`src/rtl/stage_sequencer_if.sv`:
```
// stage_sequencer_if: decoder/datapath handshake bundle for the stage sequencer
interface stage_sequencer_if #(
    parameter int CNT_WIDTH = 16
);
    logic push_req;
    logic pop_req;
    logic reg_write_req;
    logic mem_access;
    logic alu_multicycle;
    logic is_halt;
    logic alu_done;
    logic mem_ready;
    logic resume;
    logic [2:0] stage;
    logic pc_write;
    logic reg_write_en;
    logic push_pop_en;
    logic alu_start;
    logic mem_en;
    logic halted;
    logic mem_error;
    logic [CNT_WIDTH-1:0] retired;

    modport master (
        output push_req, pop_req, reg_write_req, mem_access, alu_multicycle, is_halt,
        output alu_done, mem_ready, resume,
        input stage, pc_write, reg_write_en, push_pop_en, alu_start, mem_en, halted,
        input mem_error, retired
    );

    modport slave (
        input push_req, pop_req, reg_write_req, mem_access, alu_multicycle, is_halt,
        input alu_done, mem_ready, resume,
        output stage, pc_write, reg_write_en, push_pop_en, alu_start, mem_en, halted,
        output mem_error, retired
    );
endinterface

```
`src/rtl/stage_sequencer.sv`:
```
// stage_sequencer: multicycle IF/ID/EX/MEM/WB sequencer with stalls, HALT and memory timeout
module stage_sequencer #(
    parameter int MEM_TIMEOUT = 15,
    parameter int CNT_WIDTH = 16
) (
    input logic clk,
    input logic reset,
    stage_sequencer_if.slave bus
);
    typedef enum logic [2:0] {
        S_IF = 3'd0,
        S_ID = 3'd1,
        S_EX = 3'd2,
        S_MEM = 3'd3,
        S_WB = 3'd4,
        S_HALT = 3'd5
    } state_t;

    state_t state, state_n;
    logic rw_q, ma_q, mc_q;
    logic [7:0] tmo;
    logic timeout;
    logic mem_error_q;
    logic [CNT_WIDTH-1:0] retired_q;

    assign bus.stage = state;
    assign bus.mem_error = mem_error_q;
    assign bus.retired = retired_q;

    // next-state: fixed one-cycle stages, EX/MEM stalls, HALT until resume
    always_comb begin
        state_n = state;
        timeout = state == S_MEM && ma_q && !bus.mem_ready && tmo == 8'(MEM_TIMEOUT - 1);
        case (state)
            S_IF: state_n = S_ID;
            S_ID: state_n = bus.is_halt ? S_HALT : S_EX;
            S_EX: state_n = (!mc_q || bus.alu_done) ? S_MEM : S_EX;
            S_MEM: state_n = (!ma_q || bus.mem_ready) ? S_WB : (timeout ? S_HALT : S_MEM);
            S_WB: state_n = S_IF;
            S_HALT: state_n = bus.resume ? S_WB : S_HALT;
            default: state_n = S_IF;
        endcase
    end

    // state register
    always_ff @(posedge clk) begin
        if (reset) state <= S_IF;
        else state <= state_n;
    end

    // decode latches, MEM wait counter, sticky timeout flag and retire counter
    always_ff @(posedge clk) begin
        if (reset) begin
            rw_q <= 1'b0;
            ma_q <= 1'b0;
            mc_q <= 1'b0;
            tmo <= 8'd0;
            mem_error_q <= 1'b0;
            retired_q <= '0;
        end else begin
            if (state == S_ID) begin
                rw_q <= bus.reg_write_req && !bus.is_halt;
                ma_q <= bus.mem_access;
                mc_q <= bus.alu_multicycle;
            end else if (timeout) begin
                rw_q <= 1'b0;
            end
            tmo <= state == S_MEM ? tmo + 8'(!bus.mem_ready) : 8'd0;
            if (timeout) mem_error_q <= 1'b1;
            if (state == S_WB) retired_q <= retired_q + CNT_WIDTH'(1);
        end
    end

    // registered strobes decoded from the upcoming state so each lines up with its stage
    always_ff @(posedge clk) begin
        if (reset) begin
            bus.pc_write <= 1'b0;
            bus.reg_write_en <= 1'b0;
            bus.push_pop_en <= 1'b0;
            bus.alu_start <= 1'b0;
            bus.mem_en <= 1'b0;
            bus.halted <= 1'b0;
        end else begin
            bus.pc_write <= state_n == S_WB;
            bus.reg_write_en <= state_n == S_WB && rw_q;
            bus.push_pop_en <= state == S_ID && !bus.is_halt && (bus.push_req || bus.pop_req);
            bus.alu_start <= state == S_ID && !bus.is_halt && bus.alu_multicycle;
            bus.mem_en <= state_n == S_MEM && ma_q;
            bus.halted <= state_n == S_HALT;
        end
    end
endmodule

```
`src/flat_wrapper.sv`:
```
// flat-port wrapper written by rule: the top's interface ports become plain ports
module stage_sequencer_flat 
#(
    parameter int MEM_TIMEOUT = 15,
    parameter int CNT_WIDTH = 16
)
  (clk, reset, bus_push_req, bus_pop_req, bus_reg_write_req, bus_mem_access, bus_alu_multicycle, bus_is_halt, bus_alu_done, bus_mem_ready, bus_resume, bus_stage, bus_pc_write, bus_reg_write_en, bus_push_pop_en, bus_alu_start, bus_mem_en, bus_halted, bus_mem_error, bus_retired);
  stage_sequencer_if #(.CNT_WIDTH(CNT_WIDTH)) bus_i ();
  input logic clk;
  input logic reset;
  input wire logic [$bits(bus_i.push_req)-1:0] bus_push_req;
  input wire logic [$bits(bus_i.pop_req)-1:0] bus_pop_req;
  input wire logic [$bits(bus_i.reg_write_req)-1:0] bus_reg_write_req;
  input wire logic [$bits(bus_i.mem_access)-1:0] bus_mem_access;
  input wire logic [$bits(bus_i.alu_multicycle)-1:0] bus_alu_multicycle;
  input wire logic [$bits(bus_i.is_halt)-1:0] bus_is_halt;
  input wire logic [$bits(bus_i.alu_done)-1:0] bus_alu_done;
  input wire logic [$bits(bus_i.mem_ready)-1:0] bus_mem_ready;
  input wire logic [$bits(bus_i.resume)-1:0] bus_resume;
  output wire logic [$bits(bus_i.stage)-1:0] bus_stage;
  output wire logic [$bits(bus_i.pc_write)-1:0] bus_pc_write;
  output wire logic [$bits(bus_i.reg_write_en)-1:0] bus_reg_write_en;
  output wire logic [$bits(bus_i.push_pop_en)-1:0] bus_push_pop_en;
  output wire logic [$bits(bus_i.alu_start)-1:0] bus_alu_start;
  output wire logic [$bits(bus_i.mem_en)-1:0] bus_mem_en;
  output wire logic [$bits(bus_i.halted)-1:0] bus_halted;
  output wire logic [$bits(bus_i.mem_error)-1:0] bus_mem_error;
  output wire logic [$bits(bus_i.retired)-1:0] bus_retired;
  assign bus_i.push_req = bus_push_req;
  assign bus_i.pop_req = bus_pop_req;
  assign bus_i.reg_write_req = bus_reg_write_req;
  assign bus_i.mem_access = bus_mem_access;
  assign bus_i.alu_multicycle = bus_alu_multicycle;
  assign bus_i.is_halt = bus_is_halt;
  assign bus_i.alu_done = bus_alu_done;
  assign bus_i.mem_ready = bus_mem_ready;
  assign bus_i.resume = bus_resume;
  assign bus_stage = bus_i.stage;
  assign bus_pc_write = bus_i.pc_write;
  assign bus_reg_write_en = bus_i.reg_write_en;
  assign bus_push_pop_en = bus_i.push_pop_en;
  assign bus_alu_start = bus_i.alu_start;
  assign bus_mem_en = bus_i.mem_en;
  assign bus_halted = bus_i.halted;
  assign bus_mem_error = bus_i.mem_error;
  assign bus_retired = bus_i.retired;
  stage_sequencer #(.MEM_TIMEOUT(MEM_TIMEOUT), .CNT_WIDTH(CNT_WIDTH)) u_core (.clk(clk), .reset(reset), .bus(bus_i));
endmodule
```
`config.mk`:
```
export PLATFORM = sky130hd
export DESIGN_NAME = stage_sequencer_flat
export DESIGN_NICKNAME = d
export VERILOG_FILES = /design/src/rtl/stage_sequencer_if.sv /design/src/rtl/stage_sequencer.sv /design/src/flat_wrapper.sv
export SDC_FILE = /design/constraint.sdc
export NUM_CORES = 1
export LEC_CHECK = 0
export ABC_AREA = 0
export CAP_MARGIN = 20
export CORE_MARGIN = 4
export CORE_UTILIZATION = 40
export DETAILED_ROUTE_END_ITERATION = 7
export PLACE_DENSITY = 0.77
export SLEW_MARGIN = 40
export SYNTH_ARGS = -nofsm -noshare
export SYNTH_HDL_FRONTEND = slang
export SYNTH_SLANG_ARGS = --single-unit
```
`constraint.sdc`:
```
create_clock -name clk -period 3.7 [get_ports clk]
set_input_delay 0.74 -clock clk [delete_from_list [all_inputs] [get_ports clk]]
set_output_delay 0.74 -clock clk [all_outputs]
set_load 0.02 [all_outputs]
```
==> results of run 1 <==
[synth_stat cells, drive strengths merged, types with 2 or more instances]
library cell  instances  share of area (%)
nand2b                4                1.6
ha                    3                2.3
and2                  5                1.9
xnor2                 3                1.6
nor3b                 2                1.2
mux2i                 3                1.9
nor2                 25                5.8
nor4                  2               0.78
nand4                 8                3.1
nand2                 6                1.4
o21ai                 3               0.93
dfxtp                37                 46
or4                   2                1.2
inv                   5                1.2
and4                  3                1.6
xor2                 14                7.6
nand3                 9                3.1
clkbuf                5                1.2
a21oi                 8                2.7
and3                  5                1.9
or3                   3                1.2
buf                   3               0.93
o31ai                 2               0.93
[worst max path at each step]
| stage | start | endpoint |
|---|---|---|
| after detailed placement | reset | u_core.bus.mem_en$_SDFF_PP0_ |
| final | u_core.bus.stage[1]$_SDFF_PP0_ | bus_stage[1] |
| after CTS | u_core.bus.stage[0]$_SDFF_PP0_ | bus_stage[0] |
| after global placement | reset | u_core.bus.mem_en$_SDFF_PP0_ |
| after floorplan | reset | u_core.bus.mem_en$_SDFF_PP0_ |
| after global routing | u_core.bus.stage[2]$_SDFF_PP0_ | u_core.bus.retired[12]$_SDFFE_PP0N_ |
[per-stage QoR]
| step | cell area, sq um | utilization, % | power (mW) | worst slack, ns |
|---|---|---|---|---|
| 3_5_place_dp | 2000 | 53.1 | 0.505 | 1.43 |
| 6_report | 2110 | 55.9 | 0.826 | 1.46 |
| 4_1_cts | 2110 | 55.9 | 0.835 | 1.46 |
| 5_1_grt | 2110 | 55.9 | 0.858 | 1.30 |
| 2_1_floorplan | 1610 | - | 0.473 | 2.02 |
| 3_3_place_gp | 2000 | 53.1 | 0.505 | 1.48 |
[where the power goes]
part	switching [mW]	internal, mW
clock	0.134	0.196
sequential	0.0122	0.407
combinational	0.0381	0.0385
total	0.184	0.642
[final cells by class]
| type | instances | share of cell area (%) |
|---|---|---|
| timing repair buffer | 37 | 17.5 |
| sequential | 37 | 35.2 |
| multi-input combinational | 125 | 38.5 |
| clock inverter | 2 | 1.66 |
| tap | 48 | 2.85 |
| clock buffer | 5 | 3.27 |
| inverter | 6 | 1.07 |
[logic make-up (layout without fill, tap and decap cells)]
logic type,Yosys count,count (layout),synth area share [%]
muxes,3,3,1.87
xor gates and xnor gates,17,17,9.25
adders and majority gates,3,3,2.33
AOI/OAI and AO/OA,19,19,7.47
buffers and inverters,14,50,3.50
DFF,37,37,46.0
and+or+nand+nor,83,83,29.5
[routing by layer]
layer	part of all wire [%]	track usage [%]
met1	49	19.7
met2	45	21.5
met3	3.9	3.09
met4	2.2	7.52
met5	0	0
==> impl_results.md, run 1 <==
- DP HPWL: about 2.5 mm
- Critical path depth in cells: 1
- Largest net degree at the start of global routing: 28
- Min-delay src: u_core.bus.mem_error$_SDFFE_PP0P_
- Gp weighted congestion: roughly 0.84
- Register-to-Register Path Depth: 4
- Leakage dissipation: between 0.7 and 0.8 nW
- Die width: 71.4 microns
- Multi-input gate area: ~810 sq um
- Final Max Slew Viols: 0
- Worst rel slew slack: approximately half
- Post-route setup TNS: 0 ns
- Ant. Diodes: 0
- Slowest CP cell: clkdlybuf4s50_1
- Share of cells above drive strength 1: 5.66%
- Avg WL per Cell: around 13 microns
- Commonest non-fill, non-tap cell in the layout: dfxtp_1
- Max frequency: ~0.45 GHz
- Grt ovf: 0
- Via density: 5.17
- Status: finished, final reports clean
- Final WL: between 3 and 4 mm
- Core Rows: 22
- Root Driver: clkbuf_8
- Power per cell area: roughly 390 mW/mm^2
- Syn nets: 190
- Critical path's top delay family: buffers and inverters
- IO Count: 37
- Worst R2R End: u_core.bus.retired[12]$_SDFFE_PP0N_
- CTS max path bufs: 2
- Syn_area_per_cell: 9.14 sq um
- Vias: approximately 1300
- PortBufs: 36
- EDFF count, synth: 0
- RSZ-0062 raised after global routing: no
- Reg2Reg Setup Slack: 1.51 ns
- Initial antenna violation count: 0
- Hold path depth: 2
- Setup violations, final: 0
- Synthesis-to-layout area growth: 30.9%
- Die ar.: between 0.005 and 0.006 sq mm
- Part of the cycle the worst path needs: 60.7%
- Crit path cell chain: clkdlybuf4s50_1
- Largest register FFs: 16
- Async S/R FF share, synth: 0%
- DRC: 0
- Critical Path RT: roughly 3.0 ns
- Max FO, Critical Path: 10
- Vias in the first global route: roughly 1300
- CP endpoint kind: primary output
- Crit path kind: flip-flop to primary output
- Clk_lat worst skew: ~0.29 ns
- Worst clock skew: 0.0113 ns
- Peak supply drop: between 0.2 and 0.25 mV
- CTS Hold Bufs: 0
- Die Y: 71.4 microns
- Hold slack: around 0.45 ns
- CTS tree: yes
- Cells after DPL: around 250
- Seq/Total Area, Yosys: a little under half
- Setup bufs post-CTS: 0
- Syn Inst Count: 176
- Worst-Margin Slew: between 0.7 and 0.8 ns
- Initial Utilization: 42.7%
- Hold Path End: u_core.bus.mem_error$_SDFFE_PP0P_
- Crit path buffers/inverters: 1
- Clock-pin slew on the worst setup and hold paths: around 0.070 ns
- Placeable Area: around 0.0038 sq mm
- Register area: approximately 740 sq um
- Filler cells: around 350
- 1st-iter DRT viols: roughly 130
- #FFs+latches synth: 37
- ANT nets after route: 0
- Top FF cell, synth: dfxtp_1
- MaxCap Viol Count: 0
- Worst Path Arrival: approximately 1.5 ns
- Synthesized area: about 0.0016 sq mm
- Minimum clock period: approximately 2.2 ns
- Post-route insts no fill: between 200 and 300
- Most frequent cells in the layout: dfxtp_1 (37), clkdlybuf4s50_1 (36), nor2_1 (25)
- GRT Util Overall: between 10% and 20%
- Yosys warning count: 0
- First-pass GRT wire length: between 5 and 6 mm
- DRT Pass-1 Iters: 4
- Final hold viol count: 0
- Crit path launch type: flip-flop
- H-tree levels: 2
- Max incr delay on CP: between 0.6 and 0.7 ns
- Final nets: roughly 230
- Worst min-delay path class: flip-flop to flip-flop
- Num CTS Buffers: 5
- Post-synth cell types: 44
- Worst R2R Start: u_core.bus.stage[2]$_SDFF_PP0_
- Post_cts resized: 0
- Clock Sinks: 37
No activity file was read; power rests on OpenSTA's default activity.
==> run 2: changes to the inputs <==
PLACE_DENSITY = 0.8   (was 0.77)
clock period = 1.94 ns   (was 3.7 ns; I/O delays follow)
==> run 2 against run 1 <==
  * First-iteration DRC count shrank 59%
  * Combinational power grew 100%
  * Global-route usage shrank 0.20 points
  * Sequential power grew 91%
  * Cell area grew 2.1%
  * Critical path depth is the same
  * Clock power grew 110%
  * Register-to-register slack lost 1.3 ns
  * Hold slack lost 0.0019 ns
  * Final cell count grew 1.9%
  * Largest power group unchanged
  * Highest routed layer unchanged
==> impl_results.md, run 2 (same netlist as run 1, synthesis figures left out) <==
- Status: finished, final reports clean
- Worst R2R Start: u_core.tmo[5]$_SDFF_PP0_
- DRC: 0 (unchanged)
- Worst-Margin Slew: 0.410 ns (-0.331 ns)
- CTS max path bufs: 2 (unchanged)
- Share of cells above drive strength 1: 7.83% (+2.2 points)
- Die width: 71.4 microns (unchanged)
- Crit path cell chain: clkdlybuf4s50_1
- MaxCap Viol Count: 0 (unchanged)
- H-tree levels: 2 (unchanged)
- Setup WS pre-CTS: 0.147 ns (-1.28 ns)
- GRT Util Overall: 14.3% (-0.20 points)
- Switching power: 0.361 mW (+96%)
- Root Driver: clkbuf_8
- Critical path's top delay family: buffers and inverters
- Register area: 742 sq um (+0.17%)
- Comb power frac: 9.4% (about the same)
- Vias: 1365 (+1.6%)
- ANT nets after route: 0 (unchanged)
- Largest net degree at the start of global routing: 17 (-39%)
- Crit path kind: flip-flop to primary output
- Worst min-delay path class: flip-flop to flip-flop
- Gp weighted congestion: 0.795 (-5.6%)
- Clock share of power: 41.7% (+1.8 points)
- Slowest CP cell: clkdlybuf4s50_1
- DRT Pass-1 Iters: 4 (unchanged)
- Worst Path Arrival: 1.47 ns (-0.03 ns)
- Power Total: 1.64 mW (+98%)
- Crit path buffers/inverters: 1 (unchanged)
- Avg WL per Cell: 13.0 microns (+0.50%)
- Critical Path RT: 1.55 ns (-1.41 ns)
- Critical Path Start: u_core.bus.stage[1]$_SDFF_PP0_
- Filler cells: 337 (-4.3%)
- Switching share of power: 22.1% (-0.24 points)
- Ant. Diodes: 0 (unchanged)
- Pint: 1.27 mW (+99%)
- Power per cell area: 761 mW/mm^2 (+94%)
- Worst rel slew slack: 72.4% (+22 points)
- Crit path launch type: flip-flop
- Num CTS Buffers: 5 (unchanged)
- CP endpoint: bus_stage[1]
- Setup violations, final: 0 (unchanged)
- Multi-input gate area: 812 sq um (unchanged)
- Register-to-Register Path Depth: 4 (unchanged)
- Peak supply drop: 0.665 mV (+200%)
- Worst clock skew: 0.0107 ns (-0.000582 ns)
- Worst R2R End: u_core.rw_q$_SDFFE_PP0P_
- Largest register FFs: 16 (unchanged)
- Max frequency: 0.537 GHz
- Leakage dissipation: 0.784 nW (+3.1%)
- Die Y: 71.4 microns (unchanged)
- Max FO, Critical Path: 10 (unchanged)
- DP HPWL: 2.56 mm (+3.4%)
- Final nets: 230 (+1.8%)
- Max incr delay on CP: 0.67 ns (about the same)
- Synthesis-to-layout area growth: 33.7%
- PortBufs: 36 (unchanged)
- Reg2Reg Setup Slack: 0.18 ns (-1.33 ns)
- Vias in the first global route: 1256 (-0.32%)
- Post-route insts no fill: 265 (+1.9%)
- CTS Hold Bufs: 0 (unchanged)
- Part of the cycle the worst path needs: a little over nine tenths
- 1st-iter DRT viols: 54 (-59%)
- Cells after DPL: 257 (+1.6%)
- Initial antenna violation count: 0 (unchanged)
- CTS tree: yes
- Final WS setup: 0.0773 ns (-1.38 ns)
- Final hold viol count: 0 (unchanged)
- Core Rows: 22 (unchanged)
- Grt ovf: 0 (unchanged)
- IO Count: 37 (unchanged)
- Via density: 5.15 (-0.35%)
- Placeable Area: 0.00377 sq mm (unchanged)
- Die ar.: 0.00510 sq mm (unchanged)
- Clock Sinks: 37 (unchanged)
- Final WL: 3.46 mm (+2.4%)
- RSZ-0062 raised after global routing: no
- Critical path depth in cells: 1 (unchanged)
- Final Max Slew Viols: 0 (unchanged)
- First-pass GRT wire length: 5.78 mm (-2.1%)
- Post-route setup TNS: 0 ns (unchanged)
- Minimum clock period: ~1.9 ns
- Seq pwr share: 49.0% (-1.8 points)
- Most frequent cells in the layout: clkdlybuf4s50_1 (36), dfxtp_1 (36), nor2_1 (25)
- Clk_lat worst skew: 0.29 ns (about the same)
- Initial Utilization: 42.7% (unchanged)
- CP endpoint kind: primary output
- Setup bufs post-CTS: 0 (unchanged)
- Clock-pin slew on the worst setup and hold paths: 0.07 ns (about the same)
## run 2: what timing repair did
action / in CTS / in global routing
endpoints found under the setup margin: 0 / 1
resized for setup: 0 / 1
hold endpoints to repair: 0 / 0
## run 2: per-layer routing
metal | part of all wire [%] | up-vias | GRT usage [%]
met3 | 5.0 | 4 | 4.63
met1 | 49 | 634 | 19.4
li1 | - | 695 | -
met2 | 45 | 32 | 20.1
met5 | 0 | - | 0
met4 | 1.6 | 0 | 7.31
## run 2: cell type report
cell class	count	area share (%)
multi-input combinational	125	37.8
clock inverter	1	1.40
clock buffer	7	4.01
inverter	6	1.05
tap	48	2.79
sequential	37	34.5
timing repair buffer	41	18.5
## run 2: tightest hold or removal path: stages (launching register included)
cell     delay (ns)
dfxtp_1        0.31
inv_1          0.06
a21oi_2        0.04
## run 2: worst min path at each step
stage | cells past startpoint | endpoint | startpoint | slack, ns
floorplan | 2 | u_core.rw_q$_SDFFE_PP0P_ | u_core.rw_q$_SDFFE_PP0P_ | 0.43
detailed placement | 2 | u_core.bus.mem_error$_SDFFE_PP0P_ | u_core.bus.mem_error$_SDFFE_PP0P_ | 0.44
global placement | 2 | u_core.bus.mem_error$_SDFFE_PP0P_ | u_core.bus.mem_error$_SDFFE_PP0P_ | 0.44
CTS | 2 | u_core.bus.mem_error$_SDFFE_PP0P_ | u_core.bus.mem_error$_SDFFE_PP0P_ | 0.45
finish | 2 | u_core.bus.mem_error$_SDFFE_PP0P_ | u_core.bus.mem_error$_SDFFE_PP0P_ | 0.45
global route | 2 | u_core.bus.mem_error$_SDFFE_PP0P_ | u_core.bus.mem_error$_SDFFE_PP0P_ | 0.48
## run 2: through the flow
step	hold slack [ns]	utilization [%]	area [sq um]
2_1_floorplan	0.435	-	1610
3_3_place_gp	0.444	53.9	2030
3_5_place_dp	0.439	53.9	2030
4_1_cts	0.452	57.0	2150
5_1_grt	0.485	57.0	2150
6_report	0.448	57.0	2150
## run 2: power groups by stage
stage               Combinational, mW  Sequential [mW]  Clock (mW)
floorplan                      0.0822            0.820           0
finish                          0.153            0.801       0.682
global route                    0.167            0.804       0.730
global placement                0.152            0.817           0
CTS                             0.155            0.800       0.702
detailed placement              0.154            0.817           0
